$ cat src/rtl/moore_seq_pkg.sv
// Shared types for the "110" Moore sequence detector.
// State codes are Gray when MOORE_GRAY_STATE_EN is defined, plain binary otherwise.
package moore_seq_pkg;

`ifdef MOORE_GRAY_STATE_EN
    typedef enum logic [1:0] {
        S0 = 2'b00,
        S1 = 2'b01,
        S2 = 2'b11,
        S3 = 2'b10
    } stateT;
`else
    typedef enum logic [1:0] {
        S0 = 2'b00,
        S1 = 2'b01,
        S2 = 2'b10,
        S3 = 2'b11
    } stateT;
`endif

    // Z is a pure function of the state code, so it stays a Moore output.
    function automatic logic zDecode(input stateT s);
        return (s == S3);
    endfunction

endpackage

$ cat src/rtl/state_reg2_sync.sv
// Two-flip-flop state stage for the Moore detector.
// Synchronous active-high reset returns the stage to S0.
module state_reg2_sync
    import moore_seq_pkg::*;
(
    input  logic  clk,
    input  logic  reset,
    input  stateT nextY,
    output stateT y
);

    always_ff @(posedge clk) begin
        if (reset) begin
            y <= S0;
        end else begin
            y <= nextY;
        end
    end

endmodule

$ cat src/rtl/moore_seq_ctrl.sv
// "110" serial pattern detector with sample qualification, idle timeout and a
// saturating detection counter. Define MOORE_GRAY_STATE_EN for Gray state codes.
module moore_seq_ctrl
    import moore_seq_pkg::*;
#(
    parameter int COUNT_W = 8,
    parameter int TIMEOUT = 16,
    parameter int IDLE_W  = 5
) (
    input  logic               inputClk,
    input  logic               inputR,
    input  logic               inputX,
    input  logic               inputValid,
    input  logic               inputClr,
    output logic [1:0]         outputy,
    output logic               outputZ,
    output logic [COUNT_W-1:0] outputCount,
    output logic               outputTimeout
);

    localparam bit                  TIMEOUT_EN = (TIMEOUT != 0);
    localparam logic [IDLE_W-1:0]   IDLE_LIMIT = TIMEOUT_EN ? IDLE_W'(TIMEOUT - 1) : '0;
    localparam logic [COUNT_W-1:0]  COUNT_MAX  = '1;

    stateT              curY;
    stateT              nextY;
    logic               timeoutHit;
    logic               enterS3;
    logic [IDLE_W-1:0]  idleCount;
    logic [COUNT_W-1:0] countReg;
    logic               zReg;
    logic               timeoutReg;

    state_reg2_sync stateStage (
        .clk   (inputClk),
        .reset (inputR),
        .nextY (nextY),
        .y     (curY)
    );

    // A valid sample always beats the timeout; an unqualified cycle holds state.
    always_comb begin
        timeoutHit = 1'b0;
        nextY      = curY;
        if (TIMEOUT_EN && (curY != S0) && !inputValid && (idleCount == IDLE_LIMIT)) begin
            timeoutHit = 1'b1;
        end
        if (timeoutHit) begin
            nextY = S0;
        end else if (inputValid) begin
            case (curY)
                S0:      nextY = inputX ? S1 : S0;
                S1:      nextY = inputX ? S2 : S0;
                S2:      nextY = inputX ? S2 : S3;
                S3:      nextY = inputX ? S1 : S0;
                default: nextY = S0;
            endcase
        end
    end

    assign enterS3 = (nextY == S3) && (curY != S3);

    // Z and the timeout pulse are registered from the next state so they line up
    // with the state register; the idle counter saturates when timeout is disabled.
    always_ff @(posedge inputClk) begin
        if (inputR) begin
            idleCount  <= '0;
            countReg   <= '0;
            zReg       <= 1'b0;
            timeoutReg <= 1'b0;
        end else begin
            zReg       <= zDecode(nextY);
            timeoutReg <= timeoutHit;

            if (timeoutHit || inputValid || (curY == S0)) begin
                idleCount <= '0;
            end else if (idleCount != '1) begin
                idleCount <= idleCount + 1'b1;
            end

            if (inputClr) begin
                countReg <= '0;
            end else if (enterS3 && (countReg != COUNT_MAX)) begin
                countReg <= countReg + 1'b1;
            end
        end
    end

    assign outputy       = curY;
    assign outputZ       = zReg;
    assign outputCount   = countReg;
    assign outputTimeout = timeoutReg;

endmodule

$ cat config.mk
export PLATFORM = sky130hd
export DESIGN_NAME = moore_seq_ctrl
export DESIGN_NICKNAME = d
export VERILOG_FILES = /design/src/rtl/moore_seq_pkg.sv /design/src/rtl/state_reg2_sync.sv /design/src/rtl/moore_seq_ctrl.sv
export SDC_FILE = /design/constraint.sdc
export NUM_CORES = 1
export LEC_CHECK = 0
export CAP_MARGIN = 20
export CORE_AREA = 3 3 52 54
export CTS_CLUSTER_SIZE = 30
export DETAILED_ROUTE_END_ITERATION = 7
export DIE_AREA = 0 0 55 57
export GPL_ROUTABILITY_DRIVEN = 1
export GPL_TIMING_DRIVEN = 1
export HOLD_SLACK_MARGIN = 0.05
export PLACE_DENSITY = 0.66
export SETUP_SLACK_MARGIN = 0.1
export SKIP_LAST_GASP = 1
export SYNTH_ARGS = -nofsm -noshare
export SYNTH_HDL_FRONTEND = slang
export SYNTH_SLANG_ARGS = --single-unit
$ cat constraint.sdc
create_clock -name inputClk -period 3.7 [get_ports inputClk]
set_input_delay 1.11 -clock inputClk [delete_from_list [all_inputs] [get_ports inputClk]]
set_output_delay 1.11 -clock inputClk [all_outputs]
set_load 0.02 [all_outputs]
# ---- Word level (Yosys, flattened, before mapping)
# Index checks and enable logic that the tools add are counted.
dict set report op_classes {
  addsub 2
  eq_ne 8
  muxes 7
  reduce_logical 12
}
# cell count
set ops {}
lappend ops {{$add 8x1->8 const B} 1}
lappend ops {{$ne 8x8->1 const B} 1}
lappend ops {{$eq 2x2->1 const B} 3}
lappend ops {{$mux 2} 3}
lappend ops {{$pmux 2 s3} 1}
lappend ops {{$reduce_or 2->1} 3}
lappend ops {{$add 5x1->5 const B} 1}
lappend ops {{$eq 5x4->1 const B} 1}
lappend ops {{$ne 5x5->1 const B} 1}
lappend ops {{$logic_and 1x1->1} 4}
lappend ops {{$mux 1} 3}
lappend ops {{$eq 2x1->1 const B} 1}
lappend ops {{$logic_not 2->1} 1}
lappend ops {{$logic_or 1x1->1} 2}
lappend ops {{$ne 2x2->1 const B} 1}
lappend ops {{$reduce_bool 2->1} 1}
lappend ops {{$logic_not 1->1} 1}
dict set report totals {
  reg_bits 17
  inputBits 5
  out_inout_bits 12
  wordCells 34
}

# ---- Depth between registers and ports, before layout
dict set report depth {
  ltp_word 8
  ltp_mapped 9
  depth_no_buf 8
}

# ---- By module
# Synthesis repeated with hierarchy kept, for this count alone.
dict set report unflattened {
  cells_unflattened 95
  area_unflattened_um2 900.9
}
# mod n_inst cells_per_inst area_per_inst_um2 seq_area_each_um2
set by_module_without_submodules {}
lappend by_module_without_submodules {moore_seq_ctrl 1 91 848.3 300.3}
lappend by_module_without_submodules {state_reg2_sync 1 4 52.6 40.0}

# ---- Worst setup path before layout
# Ideal clock, no wire load.
dict set report synth_timing {
  kind {input to register}
  from {input port inputValid}
  to {register countReg[6], in the netlist outputCount[6]}
  setup_ns 0.115
  t_arrival_ns 2.141
  required_time_ns 3.585
  slack_ns 1.444
  cell_stages 4
  path_buffers 0
  path_cell_list {nor4b_4 > o21ai_0 > or4_1 > and3_1}
}
dict set report synth_between {
  elab_chain_cells 8
  elab_cells_between_ends 9
  cone_classes {1 x eq/ne; 3 x mux; 5 x reduce/logical}
}
# item line
set synth_lines {}
lappend synth_lines {{from (decl)} moore_seq_ctrl.sv:13} ;# input logic inputValid,
lappend synth_lines {{$logic_not 1->1} moore_seq_ctrl.sv:45} ;# if (TIMEOUT_EN && (curY != S0) && !inputValid && (idleCount == IDLE_LIMIT)) begin
lappend synth_lines {{$logic_and 1x1->1 (2 in a row)} moore_seq_ctrl.sv:45}
lappend synth_lines {{$mux 1} moore_seq_ctrl.sv:45}
lappend synth_lines {{$mux 2 (*)} moore_seq_ctrl.sv:48} ;# if (timeoutHit) begin
lappend synth_lines {{$eq 2x2->1 (*)} moore_seq_ctrl.sv:61} ;# assign enterS3 = (nextY == S3) && (curY != S3);
lappend synth_lines {{$logic_and 1x1->1 (*)} moore_seq_ctrl.sv:61}
lappend synth_lines {{$logic_and 1x1->1 (*)} moore_seq_ctrl.sv:83} ;# end else if (enterS3 && (countReg != COUNT_MAX)) begin
lappend synth_lines {{to (signal assigned)} moore_seq_ctrl.sv:84} ;# countReg <= countReg + 1'b1;
lappend synth_lines {{to (decl)} moore_seq_ctrl.sv:30} ;# logic [COUNT_W-1:0] countReg;
# Every way passes the cells marked *; elsewhere a longest branch is shown, timed or not.
# A chain may end at the register's enable or synchronous reset.

# ---- Worst setup path in the final report
dict set report layout_timing {
  from {input port inputValid}
  to {register countReg[7], in the netlist outputCount[7]}
}
# The elaborated chain is that of the path after synthesis.

==> metrics.cfg <==
[timing]
final-hold-violation-count = 0
drv_slew = 0
setup_viol = 0
period_minus_slack_ps = 2655
fmaxAchievable_ghz = 0.3767
fin_tns_setup_ps = 0
fin_crit_sh_pct = 71.75
whs_ps = 505.3
tightestPinTransition_ps = 528.0
grt_setup_unrepaired = no
slew_headroom_pct = 64.80
setup_ws_ps = 1045
finalClockSkew_ps = 7.378

[routing]
drtPass1Iterations = 4
wl_um = 1749
vias = 742
viasPerCell = 5.225
remaining_drc_errors = 0
dr.first_iter.drc_count = 12
antenna_left = 0
wl_per_cell_um = 12.32

[pwr]
p_leak_nw = 0.3960
peakVddDrop_uv = 126.0
finalPower_uw = 314.2
power.density_nw_per_um2 = 286.4

[synth]
syn_avg_cell_area_um2 = 9.280
yosys_warnings = 0
ys_seq_area_share_pct = 38.20
synthesis.instances = 96
synth_top_cell_by_area = dfxtp_1
ys_seq_elements = 17
synth_cell_types = 31
synth_top_area_share_pct = 38.20
syn_area_um2 = 890.9
synth.area.top_cells = dfxtp_1 (38%), ha_1 (11%), a21oi_1 (3.9%)
syn_nets = 109

[global_routing]
grt_max_degree = 14
grt_pass1_vias = 696
grt_pass1_wl_um = 2911
grtUsageTotal_pct = 12.54
grt_antenna_before_repair = 0
grt_overflow = 0

[run_status]
outcome = complete, no violations

[setup_path]
setup.worst_path.start_class = input port
required_ps = 3940
crit_start = inputValid
critPathKind = in -> reg
arrival_ps = 2890
path_max_fanout = 13
r2r_start = idleCount[0]
crit_path_end_kind = register

[cells_and_area]
layout.nets = 128
syn_to_final_growth_pct = 23.17
finalInstanceArea_um2 = 1097
drive_above_1_share_pct = 10.53
num-fill-cells = 245
n_antenna_cell = 0
final_core_util_pct = 48.67
instances_no_fill = 142

[floorplanning]
start_util_pct = 39.51
die_h_um = 57
die_x_um = 55
core_area_um2 = 2255
die_area_um2 = 3135
num_rows = 17
ios = 17

[clocking]
cts_tree = done
clockBufferDepth = 2
cts_sinks = 17
cts_setup_buffers = 0
cts_resized = 0
clkSlewWorstSetupHoldPaths_ps = 100
htreeDepth = 1
numCtsBuffers = 3
cts_hold_buf = 0
root_buffer = clkbuf_4
clock_latency_ps = 300

[placed_design]
io_buffers = 16
dp_slack_ps = 742.9
dp.cells = 138
post-dp-hpwl_um = 1270
place_congestion = 0.7429
dpl_cell_area_um2 = 1071

[hold_path]
min_from = outputCount[5]
min_path_type = reg -> reg

[job]
maxCapViolCount = 0

[cell usage after synthesis]
library cell,number
a21oi_1,7
or2b_2,1
mux2_2,1
and3_2,1
a22o_2,1
buf_6,1
or3_1,4
and2_1,1
nand4b_1,1
and3_1,2
o21ai_0,7
mux2i_1,1
nand3_1,5
xor2_1,3
xnor2_1,1
inv_1,5
ha_1,8
nor2_1,9
nor4b_4,1
and4bb_1,1
nor4b_1,1
o221ai_2,1
nand3b_1,2
or4_2,1
dfxtp_1,17
buf_1,1
nor2b_1,3
or2_2,2
o31ai_1,1
nand2_1,4
or4_1,2
[worst paths after layout]
kind	end	slack, ps	cells past startpoint
max	outputCount[7]	1050	5
min	outputCount[5]	510	2
max reg2reg	outputCount[7]	1390	8
min reg2reg	outputCount[5]	510	2
[worst max-delay path, cell delays in order]
cell and delay [ps]:
clkdlybuf4s50_1 550, nor4b_4 360, o221ai_2 270, or4_1 460, a21oi_1 140
[power breakdown]
group	switching [mW]	leakage [nW]	total, mW	internal (mW)
sequential	0.00192	0.137	0.186	0.184
clock	0.0607	0.0150	0.103	0.0420
combinational	0.0131	0.244	0.0252	0.0122
total	0.0757	0.396	0.314	0.239
[cell type report]
class / count / area, um2 / share of cell area, %
inverter: 5 / 18.77 / 1.710
sequential: 17 / 340.3 / 31.01
timing repair buffer: 16 / 160.2 / 14.60
tap: 28 / 35.03 / 3.193
multi-input combinational: 72 / 516.7 / 47.09
clock buffer: 4 / 26.28 / 2.395
[layer usage]
metal | global-route usage [%] | up-vias | share of wire, %
met5 | 0 | - | 0
met4 | 6.250 | 0 | 2.1
met3 | 3.133 | 5 | 4.7
met2 | 18.58 | 14 | 43
met1 | 16.59 | 350 | 50
li1 | - | 373 | -
[kinds of logic (layout without fill, tap and decap cells)]
kind of cell | count (synthesis) | after routing | synth area share (%)
adders and majority gates | 8 | 8 | 11.24
xor gates and xnor gates | 4 | 4 | 3.933
buffers and inverters | 7 | 25 | 3.792
muxes | 2 | 2 | 2.388
AOI/OAI and AO/OA | 17 | 17 | 11.52
DFF | 17 | 17 | 38.20
and+or+nand+nor | 41 | 41 | 28.93
[placed cells by master (no fill, tap or decap), types with 4 or more instances in the layout]
| cell | count |
|---|---|
| dfxtp_1 | 17 |
| clkdlybuf4s50_1 | 16 |
| nor2_1 | 9 |
| ha_1 | 8 |
| a21oi_1 | 7 |
| o21ai_0 | 7 |
| inv_1 | 5 |
| nand3_1 | 5 |
| nand2_1 | 4 |
| or3_1 | 4 |
[registers in the layout (all words and copies together) (netlist names)]
name	flops
outputZ	1
stateStage.y	2
outputCount	8
idleCount	5
outputTimeout	1
(Power assumes the default switching activity.)
